**config.mk**
```make
export PLATFORM = sky130hd
export DESIGN_NAME = bidir_bus_master
export DESIGN_NICKNAME = d
export VERILOG_FILES = /design/src/rtl/bidir_bus_master.sv
export SDC_FILE = /design/constraint.sdc
export NUM_CORES = 1
export LEC_CHECK = 0
export ABC_AREA = 1
export CAP_MARGIN = 20
export CORE_MARGIN = 3
export CORE_UTILIZATION = 41
export DETAILED_ROUTE_END_ITERATION = 10
export PLACE_DENSITY = 0.75
export SETUP_SLACK_MARGIN = 0.2
export SLEW_MARGIN = 20
export SYNTH_ARGS = -nofsm -noshare
export SYNTH_HDL_FRONTEND = slang
export SYNTH_SLANG_ARGS = --single-unit
```
**constraint.sdc**
```tcl
create_clock -name clk -period 1.68 [get_ports clk]
set_input_delay 0.336 -clock clk [delete_from_list [all_inputs] [get_ports clk]]
set_output_delay 0.336 -clock clk [all_outputs]
set_load 0.01 [all_outputs]
```
**src/rtl/bidir_bus_master.sv**
```systemverilog
// Master end of a shared tristate bus: owns both output enables and sequences
// guarded write (drive) and read (peer drive + sample) transactions.
module bidir_bus_master #(
  parameter int unsigned WIDTH  = 8,
  parameter int unsigned GAP    = 1,
  parameter int unsigned HOLD   = 2,
  parameter int unsigned SETTLE = 2
) (
  input  logic             clk,
  input  logic             rst_n,
  input  logic             req_valid,
  output logic             req_ready,
  input  logic             req_write,
  input  logic [WIDTH-1:0] req_wdata,
  output logic             done,
  output logic             done_write,
  output logic [WIDTH-1:0] rd_data,
  output logic             bus_oe,
  output logic [WIDTH-1:0] bus_out,
  input  logic [WIDTH-1:0] bus_in,
  output logic             peer_oe
);

  localparam int unsigned MaxHs = (HOLD > SETTLE) ? HOLD : SETTLE;
  localparam int unsigned MaxN  = (GAP > MaxHs) ? GAP : MaxHs;
  localparam int unsigned CntW  = $clog2(MaxN + 1);

  localparam logic [CntW-1:0] GapLd    = CntW'(GAP - 1);
  localparam logic [CntW-1:0] HoldLd   = CntW'(HOLD - 1);
  localparam logic [CntW-1:0] SettleLd = CntW'(SETTLE - 1);

  typedef enum logic [2:0] {StIdle, StPre, StDrive, StPeer, StPost} state_e;

  state_e            state_q, state_d;
  logic [CntW-1:0]   cnt_q, cnt_d;
  logic              write_q, write_d;
  logic [WIDTH-1:0]  wdata_q, wdata_d;
  logic [WIDTH-1:0]  rd_data_q, rd_data_d;
  logic              done_q, done_d;
  logic              done_write_q, done_write_d;
  logic              bus_oe_q, bus_oe_d;
  logic [WIDTH-1:0]  bus_out_q, bus_out_d;
  logic              peer_oe_q, peer_oe_d;

  always_comb begin
    state_d   = state_q;
    cnt_d     = cnt_q;
    write_d   = write_q;
    wdata_d   = wdata_q;
    rd_data_d = rd_data_q;
    done_d    = 1'b0;
    unique case (state_q)
      StIdle: begin
        if (req_valid) begin
          write_d = req_write;
          wdata_d = req_wdata;
          cnt_d   = GapLd;
          state_d = StPre;
        end
      end
      StPre: begin
        if (cnt_q == '0) begin
          state_d = write_q ? StDrive : StPeer;
          cnt_d   = write_q ? HoldLd : SettleLd;
        end else begin
          cnt_d = cnt_q - 1'b1;
        end
      end
      StDrive: begin
        if (cnt_q == '0) begin
          state_d = StPost;
          cnt_d   = GapLd;
        end else begin
          cnt_d = cnt_q - 1'b1;
        end
      end
      StPeer: begin
        if (cnt_q == '0) begin
          rd_data_d = bus_in;
          state_d   = StPost;
          cnt_d     = GapLd;
        end else begin
          cnt_d = cnt_q - 1'b1;
        end
      end
      StPost: begin
        if (cnt_q == '0) begin
          state_d = StIdle;
          done_d  = 1'b1;
        end else begin
          cnt_d = cnt_q - 1'b1;
        end
      end
      default: begin
        state_d = StIdle;
        cnt_d   = '0;
      end
    endcase
    // Enables are decoded from the next state so they leave flops glitch-free.
    bus_oe_d     = (state_d == StDrive);
    bus_out_d    = bus_oe_d ? wdata_d : '0;
    peer_oe_d    = (state_d == StPeer);
    done_write_d = done_d & write_q;
  end

  always_ff @(posedge clk or negedge rst_n) begin
    if (!rst_n) begin
      state_q      <= StIdle;
      cnt_q        <= '0;
      write_q      <= 1'b0;
      wdata_q      <= '0;
      rd_data_q    <= '0;
      done_q       <= 1'b0;
      done_write_q <= 1'b0;
      bus_oe_q     <= 1'b0;
      bus_out_q    <= '0;
      peer_oe_q    <= 1'b0;
    end else begin
      state_q      <= state_d;
      cnt_q        <= cnt_d;
      write_q      <= write_d;
      wdata_q      <= wdata_d;
      rd_data_q    <= rd_data_d;
      done_q       <= done_d;
      done_write_q <= done_write_d;
      bus_oe_q     <= bus_oe_d;
      bus_out_q    <= bus_out_d;
      peer_oe_q    <= peer_oe_d;
    end
  end

  assign req_ready  = (state_q == StIdle);
  assign done       = done_q;
  assign done_write = done_write_q;
  assign rd_data    = rd_data_q;
  assign bus_oe     = bus_oe_q;
  assign bus_out    = bus_out_q;
  assign peer_oe    = peer_oe_q;

endmodule
```
==> PnR_summary.wiki, run 1 <==
{| class="wikitable"
! Metric !! Value
|-
| Status || complete, no violations
|-
| Critical path class || reg2out
|-
| Internal Dissipation || 2.413 mW
|-
| Number of buffers inserted by hold repair at cts || 0
|-
| Maximum count of clock buffers along a single path || 2
|-
| Count of synthesis-stage warnings from yosys || 0
|-
| Clock period minus final worst setup slack || 1.445 ns
|-
| Antenna violations before repair || 0
|-
| Delay of the slowest cell on the worst path || 0.42 ns
|-
| Final core utilization || 62.49%
|-
| Number of buffer cells added on primary ports || 40
|-
| Summed instance area of the synthesized netlist || 0.001490 mm2
|-
| Via count of the first global-routing pass || 1077
|-
| Avg Cell Area, Syn || 9.432 um2
|-
| Cell count of the worst reg-to-reg path || 6
|-
| DRT iter0 DRCs || 26
|-
| Instance count after placement with tap cells included || 245
|-
| Pre-CTS WS || 0.09824 ns
|-
| Most common cell after layout, fill and taps aside || inv_1
|-
| Final setup fails || 0
|-
| Standard-cell rows || 21
|-
| Number of buffers added by the clock tree synthesis step || 5
|-
| Count of different cell masters after synthesis || 21
|-
| Ordered list of cells on the worst path || nor2_4 > nand2_1 > inv_1 > clkbuf_2
|-
| Final worst slack || 0.2353 ns
|-
| Clock Skews || 0.004741 ns
|-
| Max Fanout on Critical Path || 2
|-
| Synth area leader || dfrtp_1
|-
| Clock latency on the worst-skew pair || 0.34 ns
|-
| Power after layout || 3.883 mW
|-
| Instance area at placement || 0.001963 mm2
|-
| Routed wirelength normalized by instance count || 11.40 um
|-
| Clock transition at the registers of the reported paths || 0.11 ns
|-
| Setup slack, reg-to-reg || 0.27 ns
|-
| Final Max Slew Viols || 0
|-
| DRC viols || 0
|-
| Non-filler cells in the finished layout || 258
|-
| Commonest cells after routing, fill and taps aside || 35 x inv_1, 33 x dfrtp_1, 32 x nand2_1
|-
| Core Footprint || 0.003416 mm2
|-
| Leak pwr || 1.162 nW
|-
| Die extent in x || 66.29 um
|-
| Initial Util || 43.63%
|-
| Endpoint of the most critical register-to-register path || bus_out[2]
|-
| TNS Setup || 0 ns
|-
| Net Switching || 1.470 mW
|-
| Data required time of the worst path || 1.34 ns
|-
| Crit end category || output port
|-
| Fraction of the yosys area taken by sequential cells || 57.09%
|-
| Fraction of final layout cells sized beyond drive strength 1 || 19.81%
|-
| Number of I/O pins || 41
|-
| Setup repair after global routing missed its margin || yes
|-
| Top Family by Delay on Critical Path || flip-flops
|-
| Count of endpoints failing hold in the final timing report || 0
|-
| Sequential Power Share || 34.4%
|-
| Post-Synthesis Cells || 158
|-
| Peak supply drop || 0.9361 mV
|-
| Clock group share of total power || 19.5%
|-
| Via-to-Cell Ratio || 4.388
|-
| Floorplan die area || 0.004394 mm2
|-
| Worst min-delay path category || in2async
|-
| Height of the chip || 66.29 um
|-
| Fraction of power consumed by combinational cells || 46.0%
|-
| Area occupied by multi-input gates || 536.8 um2
|-
| Finished layout cell area || 0.002135 mm2
|-
| Worst-case hold slack || 0.3790 ns
|-
| Number of levels in the clock H-tree || 2
|-
| Wire length after detailed routing || 2942 um
|-
| Power density relative to cell area || 1819 mW/mm2
|-
| Final Cycle Share || 85.99%
|-
| Post-layout nets || 234
|-
| Net count after synthesis || 181
|-
| Number of nets with antenna violations after routing || 0
|-
| Post-synthesis to final-layout area growth || 43.24%
|-
| Number of buffer and inverter instances along the worst setup path || 2
|-
| Remaining max-slew budget at the tightest pin || 72.64%
|-
| Number of fill cells in the layout || 318
|-
| Total global routing track utilization || 14.22%
|-
| Weighted congestion reported at the end of routability-driven placement || 0.8847
|-
| Number of iterations in the first detailed-routing pass || 4
|-
| Grt ovf || 0
|-
| Critical-path top delay cell || dfrtp_1
|-
| Fraction of power spent switching nets || 37.86%
|-
| CTS tree || done
|-
| Largest net degree at the start of global routing || 35
|-
| Half-perimeter wire length of the detailed placement result || 1901 um
|-
| Vias after detailed routing || 1132
|-
| Launch instance of the worst register-to-register path || state_q[2]
|-
| Leading cell types by total area after synthesis || dfrtp_1 57%, inv_1 8.8%, nand2_1 8.3%
|-
| Worst setup SP type || flip-flop
|-
| Data arrival time of the worst path || 1.11 ns
|-
| Number of synthesized register bits || 34
|-
| Area fraction of the dominant cell type after synthesis || 57.09%
|-
| Root buf cell || clkbuf_4
|-
| Maximum capacitance violations || 0
|-
| Count of inserted antenna diode cells || 0
|-
| Num Clock Sinks || 34
|-
| Global-route wire length before repair || 4574 um
|-
| Max Clock Freq || 0.6922 GHz
|-
| Worst-Margin Slew || 0.4104 ns
|-
| Storage cell area || 852.1 um2
|}
-- cell usage after synthesis (all sizes together) --
cell / n
ha: 3
nor2: 13
clkbuf: 1
nand4: 1
buf: 3
nand2: 36
inv: 37
nand3b: 2
dfrtp: 34
o21ai: 18
nand3: 9
o211ai: 1
-- flip-flops by register name (all words and copies together) (netlist names) --
name	flops
state_q	3
bus_oe	1
rd_data	8
bus_out	8
write_q	1
done	1
wdata_q	8
done_write	1
peer_oe	1
cnt_q	2
-- worst reg2reg max path, stage by stage (launching register included) --
cell and delay, ns:
dfrtp_1 0.42, buf_4 0.14, buf_4 0.15, nor2_4 0.23, nand2_2 0.15, nand4_4 0.16
nor2_1 0.06
-- kinds of logic (layout without fill, tap and decap cells) --
| kind of cell | Yosys count | count (layout) | share of synthesized area (%) |
|---|---|---|---|
| fa+ha+maj | 3 | 3 | 2.519 |
| buf+inv | 41 | 93 | 11.67 |
| compound gates | 19 | 19 | 8.565 |
| simple gates | 61 | 63 | 20.15 |
| flops | 34 | 34 | 57.10 |
-- layout make-up --
cell class,count,share of cell area (%)
Sequential cell,34,39.92
Multi-Input combinational cell,85,25.15
Timing Repair Buffer,48,20.75
Inverter,37,6.506
Clock inverter,3,3.224
Tap cell,46,2.696
Clock buffer,5,1.758
-- worst max path at each step --
| stage | start | to | slack (ns) | depth (start not counted) |
|---|---|---|---|---|
| 3_3_place_gp | state_q[1] | req_ready | 0.18 | 4 |
| 2_1_floorplan | cnt_q[0] | bus_out[0] | 0.35 | 8 |
| 6_report | state_q[2] | req_ready | 0.24 | 4 |
| 5_1_grt | state_q[2] | req_ready | 0.15 | 4 |
| 4_1_cts | state_q[2] | req_ready | 0.09 | 4 |
| 3_5_place_dp | cnt_q[0] | bus_out[2] | 0.1 | 6 |
-- routing by layer --
layer  part of all wire, %  GRT usage (%)
met5                     0              0
met4                   1.7          5.330
met3                   8.4          7.483
met2                    45          22.30
met1                    45          16.39
-- power by group through the flow --
stage | Clock [mW] | Combinational, mW | Sequential, mW
2_1_floorplan | 0 | 0.845 | 1.49
3_3_place_gp | 0 | 1.71 | 1.36
3_5_place_dp | 0 | 1.73 | 1.37
4_1_cts | 0.768 | 1.62 | 1.34
5_1_grt | 0.809 | 2.01 | 1.38
6_report | 0.759 | 1.79 | 1.34
-- repair_timing --
item                                    4_1_cts  5_1_grt
gates resized for setup                      24        9
buffers inserted                              1        2
gates cloned                                  0        2
pin swaps                                     0        3
endpoints found under the setup margin       31       13
(Power assumes the default switching activity.)
==> run 2: changes to the inputs <==
Settings changed: CELL_PAD_IN_SITES_DETAIL_PLACEMENT from default to 0, CELL_PAD_IN_SITES_GLOBAL_PLACEMENT from default to 1, CORE_ASPECT_RATIO from default to 1.25, CORE_UTILIZATION 41 to 35, PLACE_DENSITY 0.75 to 0.83.
==> run 2 against run 1 <==
  * Setup slack better by 0.077 ns
  * Power is 8.1% lower
  * Critical path type is now reg2reg
  * Register-to-register slack better by 0.04 ns
  * Worst hold slack better by 0.087 ns
  * Core utilization is 9.9 points lower
  * Cell count is 1.6% higher
  * Non-clock buffer count is 2 lower
  * First-iteration DRC count is 15% lower
==> PnR_summary.wiki, run 2 (synthesis gave the netlist of run 1 again) <==
{| class="wikitable"
! Metric !! Value
|-
| Height of the chip || 78.96 um
|-
| Initial Util || 37.81%
|-
| Net Switching || 1.343 mW
|-
| Die extent in x || 64.36 um
|-
| Standard-cell rows || 25
|-
| Cell count of the worst reg-to-reg path || 5
|-
| Status || complete, no violations
|-
| Via-to-Cell Ratio || 4.179
|-
| Met2 wire len || 1548 um
|-
| Final setup fails || 0
|-
| Root buf cell || clkbuf_8
|-
| Core Footprint || 0.003941 mm2
|-
| DRC viols || 0
|-
| Setup repair after global routing missed its margin || no
|-
| Clock Skews || 0.003486 ns
|-
| Setup slack, reg-to-reg || 0.31 ns
|-
| Number of buffer cells added on primary ports || 40
|-
| Crit end category || flip-flop
|-
| Sequential Power Share || 37.8%
|-
| Clock period minus final worst setup slack || 1.368 ns
|-
| Peak supply drop || 0.7196 mV
|-
| Number of levels in the clock H-tree || 2
|-
| Clock group share of total power || 17.0%
|-
| Global-route wire length before repair || 4843 um
|-
| Amount of wire on met3 after detailed routing || 104 um
|-
| Topmost layer with routed signal wires || met4
|-
| Fraction of power consumed by combinational cells || 45.2%
|-
| Fraction of final layout cells sized beyond drive strength 1 || 17.79%
|-
| Max Clock Freq || 0.7309 GHz
|-
| TNS Setup || 0 ns
|-
| Vias after detailed routing || 1095
|-
| Delay of the slowest cell on the worst path || 0.41 ns
|-
| Most common cell after layout, fill and taps aside || inv_1
|-
| Data arrival time of the worst path || 1.53 ns
|-
| Weighted congestion reported at the end of routability-driven placement || 0.9069
|-
| Clock latency on the worst-skew pair || 0.28 ns
|-
| Data required time of the worst path || 1.84 ns
|-
| DRT iter0 DRCs || 22
|-
| Power density relative to cell area || 1721 mW/mm2
|-
| Maximum capacitance violations || 0
|-
| Worst min-delay path category || in2async
|-
| Number of iterations in the first detailed-routing pass || 4
|-
| Worst setup SP type || flip-flop
|-
| Critical path class || reg2reg
|-
| Critical-path top delay cell || dfrtp_1
|-
| Routed wirelength normalized by instance count || 10.80 um
|-
| Num Clock Sinks || 34
|-
| Max Fanout on Critical Path || 16
|-
| Fraction of power spent switching nets || 37.65%
|-
| Worst-Margin Slew || 0.4092 ns
|-
| Number of nets with antenna violations after routing || 0
|-
| Critical path capture point || rd_data[3]
|-
| Floorplan die area || 0.005082 mm2
|-
| Commonest cells after routing, fill and taps aside || 34 x inv_1, 33 x nand2_1, 33 x dfrtp_1
|-
| Clock transition at the registers of the reported paths || 0.07 ns
|-
| Worst-case hold slack || 0.4657 ns
|-
| Number of I/O pins || 41
|-
| Post-synthesis to final-layout area growth || 39.13%
|-
| Remaining max-slew budget at the tightest pin || 72.72%
|-
| Number of buffers added by the clock tree synthesis step || 5
|-
| Largest net degree at the start of global routing || 35
|-
| Number of fill cells in the layout || 388
|-
| Internal Dissipation || 2.224 mW
|-
| Leak pwr || 1.175 nW
|-
| Launch instance of the worst register-to-register path || state_q[2]
|-
| Ordered list of cells on the worst path || buf_4 > nor2_2 > nand3_4 > nand2_1 > o21ai_2
|-
| Count of endpoints failing hold in the final timing report || 0
|-
| Source of the critical timing path || state_q[2]
|-
| Final Cycle Share || 81.44%
|-
| Post-layout nets || 230
|-
| Final Max Slew Viols || 0
|-
| Grt ovf || 0
|-
| Count of inserted antenna diode cells || 0
|-
| Via count of the first global-routing pass || 1149
|-
| CTS tree || done
|-
| Wire length after detailed routing || 2829 um
|-
| Endpoint of the most critical register-to-register path || rd_data[3]
|-
| Half-perimeter wire length of the detailed placement result || 2161 um
|-
| Maximum count of clock buffers along a single path || 2
|-
| Power after layout || 3.568 mW
|-
| Total routed wire length on the met1 layer || 1153 um
|-
| Antenna violations before repair || 0
|-
| Total global routing track utilization || 12.41%
|}
## run 2: power groups by stage
stage / Combinational, mW / Clock (mW) / Sequential (mW)
after detailed placement: 1.73 / 0 / 1.38
final: 1.61 / 0.607 / 1.35
after global routing: 1.82 / 0.664 / 1.39
after floorplan: 0.845 / 0 / 1.49
after global placement: 1.69 / 0 / 1.36
after CTS: 1.62 / 0.631 / 1.36
## run 2: cell type report
class / count / area [um2] / share of cell area (%)
Clock buffer: 6 / 82.58 / 3.983
Clock inverter: 2 / 12.51 / 0.6035
Inverter: 37 / 138.9 / 6.699
Multi-Input combinational cell: 83 / 480.5 / 23.17
Sequential cell: 34 / 852.1 / 41.10
Tap cell: 54 / 67.56 / 3.259
Timing Repair Buffer: 46 / 439.2 / 21.18
## run 2: critical path: cells and delay by family, from the launching register on
family,cells,cell delay [ns]
flops,1,0.41
simple gates,3,0.62
compound gates,1,0.06
buf+inv,1,0.17
## run 2: stage by stage
step                      setup WS (ns)  instances  util (%)  area, um2
final                            0.3119        262     52.60       2073
after global routing             0.2015        262     52.60       2073
after CTS                        0.1942        262     52.19       2057
after detailed placement         0.1665        253     50.06       1973
after global placement           0.2059        253     50.06       1973
after floorplan                  0.3530        158         -       1490
## run 2: worst min path at each step
stage	startpoint	end	cells after the start	slack (ns)
after floorplan	rst_n	bus_oe	0	0.04
after global placement	rd_data[4]	rd_data[4]	2	0.47
after detailed placement	rd_data[1]	rd_data[1]	2	0.47
after CTS	rst_n	bus_oe	2	0.48
after global routing	rst_n	bus_oe	2	0.50
final	rst_n	bus_oe	2	0.47
## run 2: routing by layer
metal | up-vias | GRT usage (%)
li1 | 568 | -
met1 | 507 | 12.82
met2 | 18 | 22.62
met3 | 2 | 3.819
met4 | 0 | 5.708
met5 | - | 0
## run 2: timing repair
item                                    CTS  global route
hold buffers                              0             0
gates resized for setup                  20             8
buffers inserted                          1             0
endpoints found under the setup margin   26            18
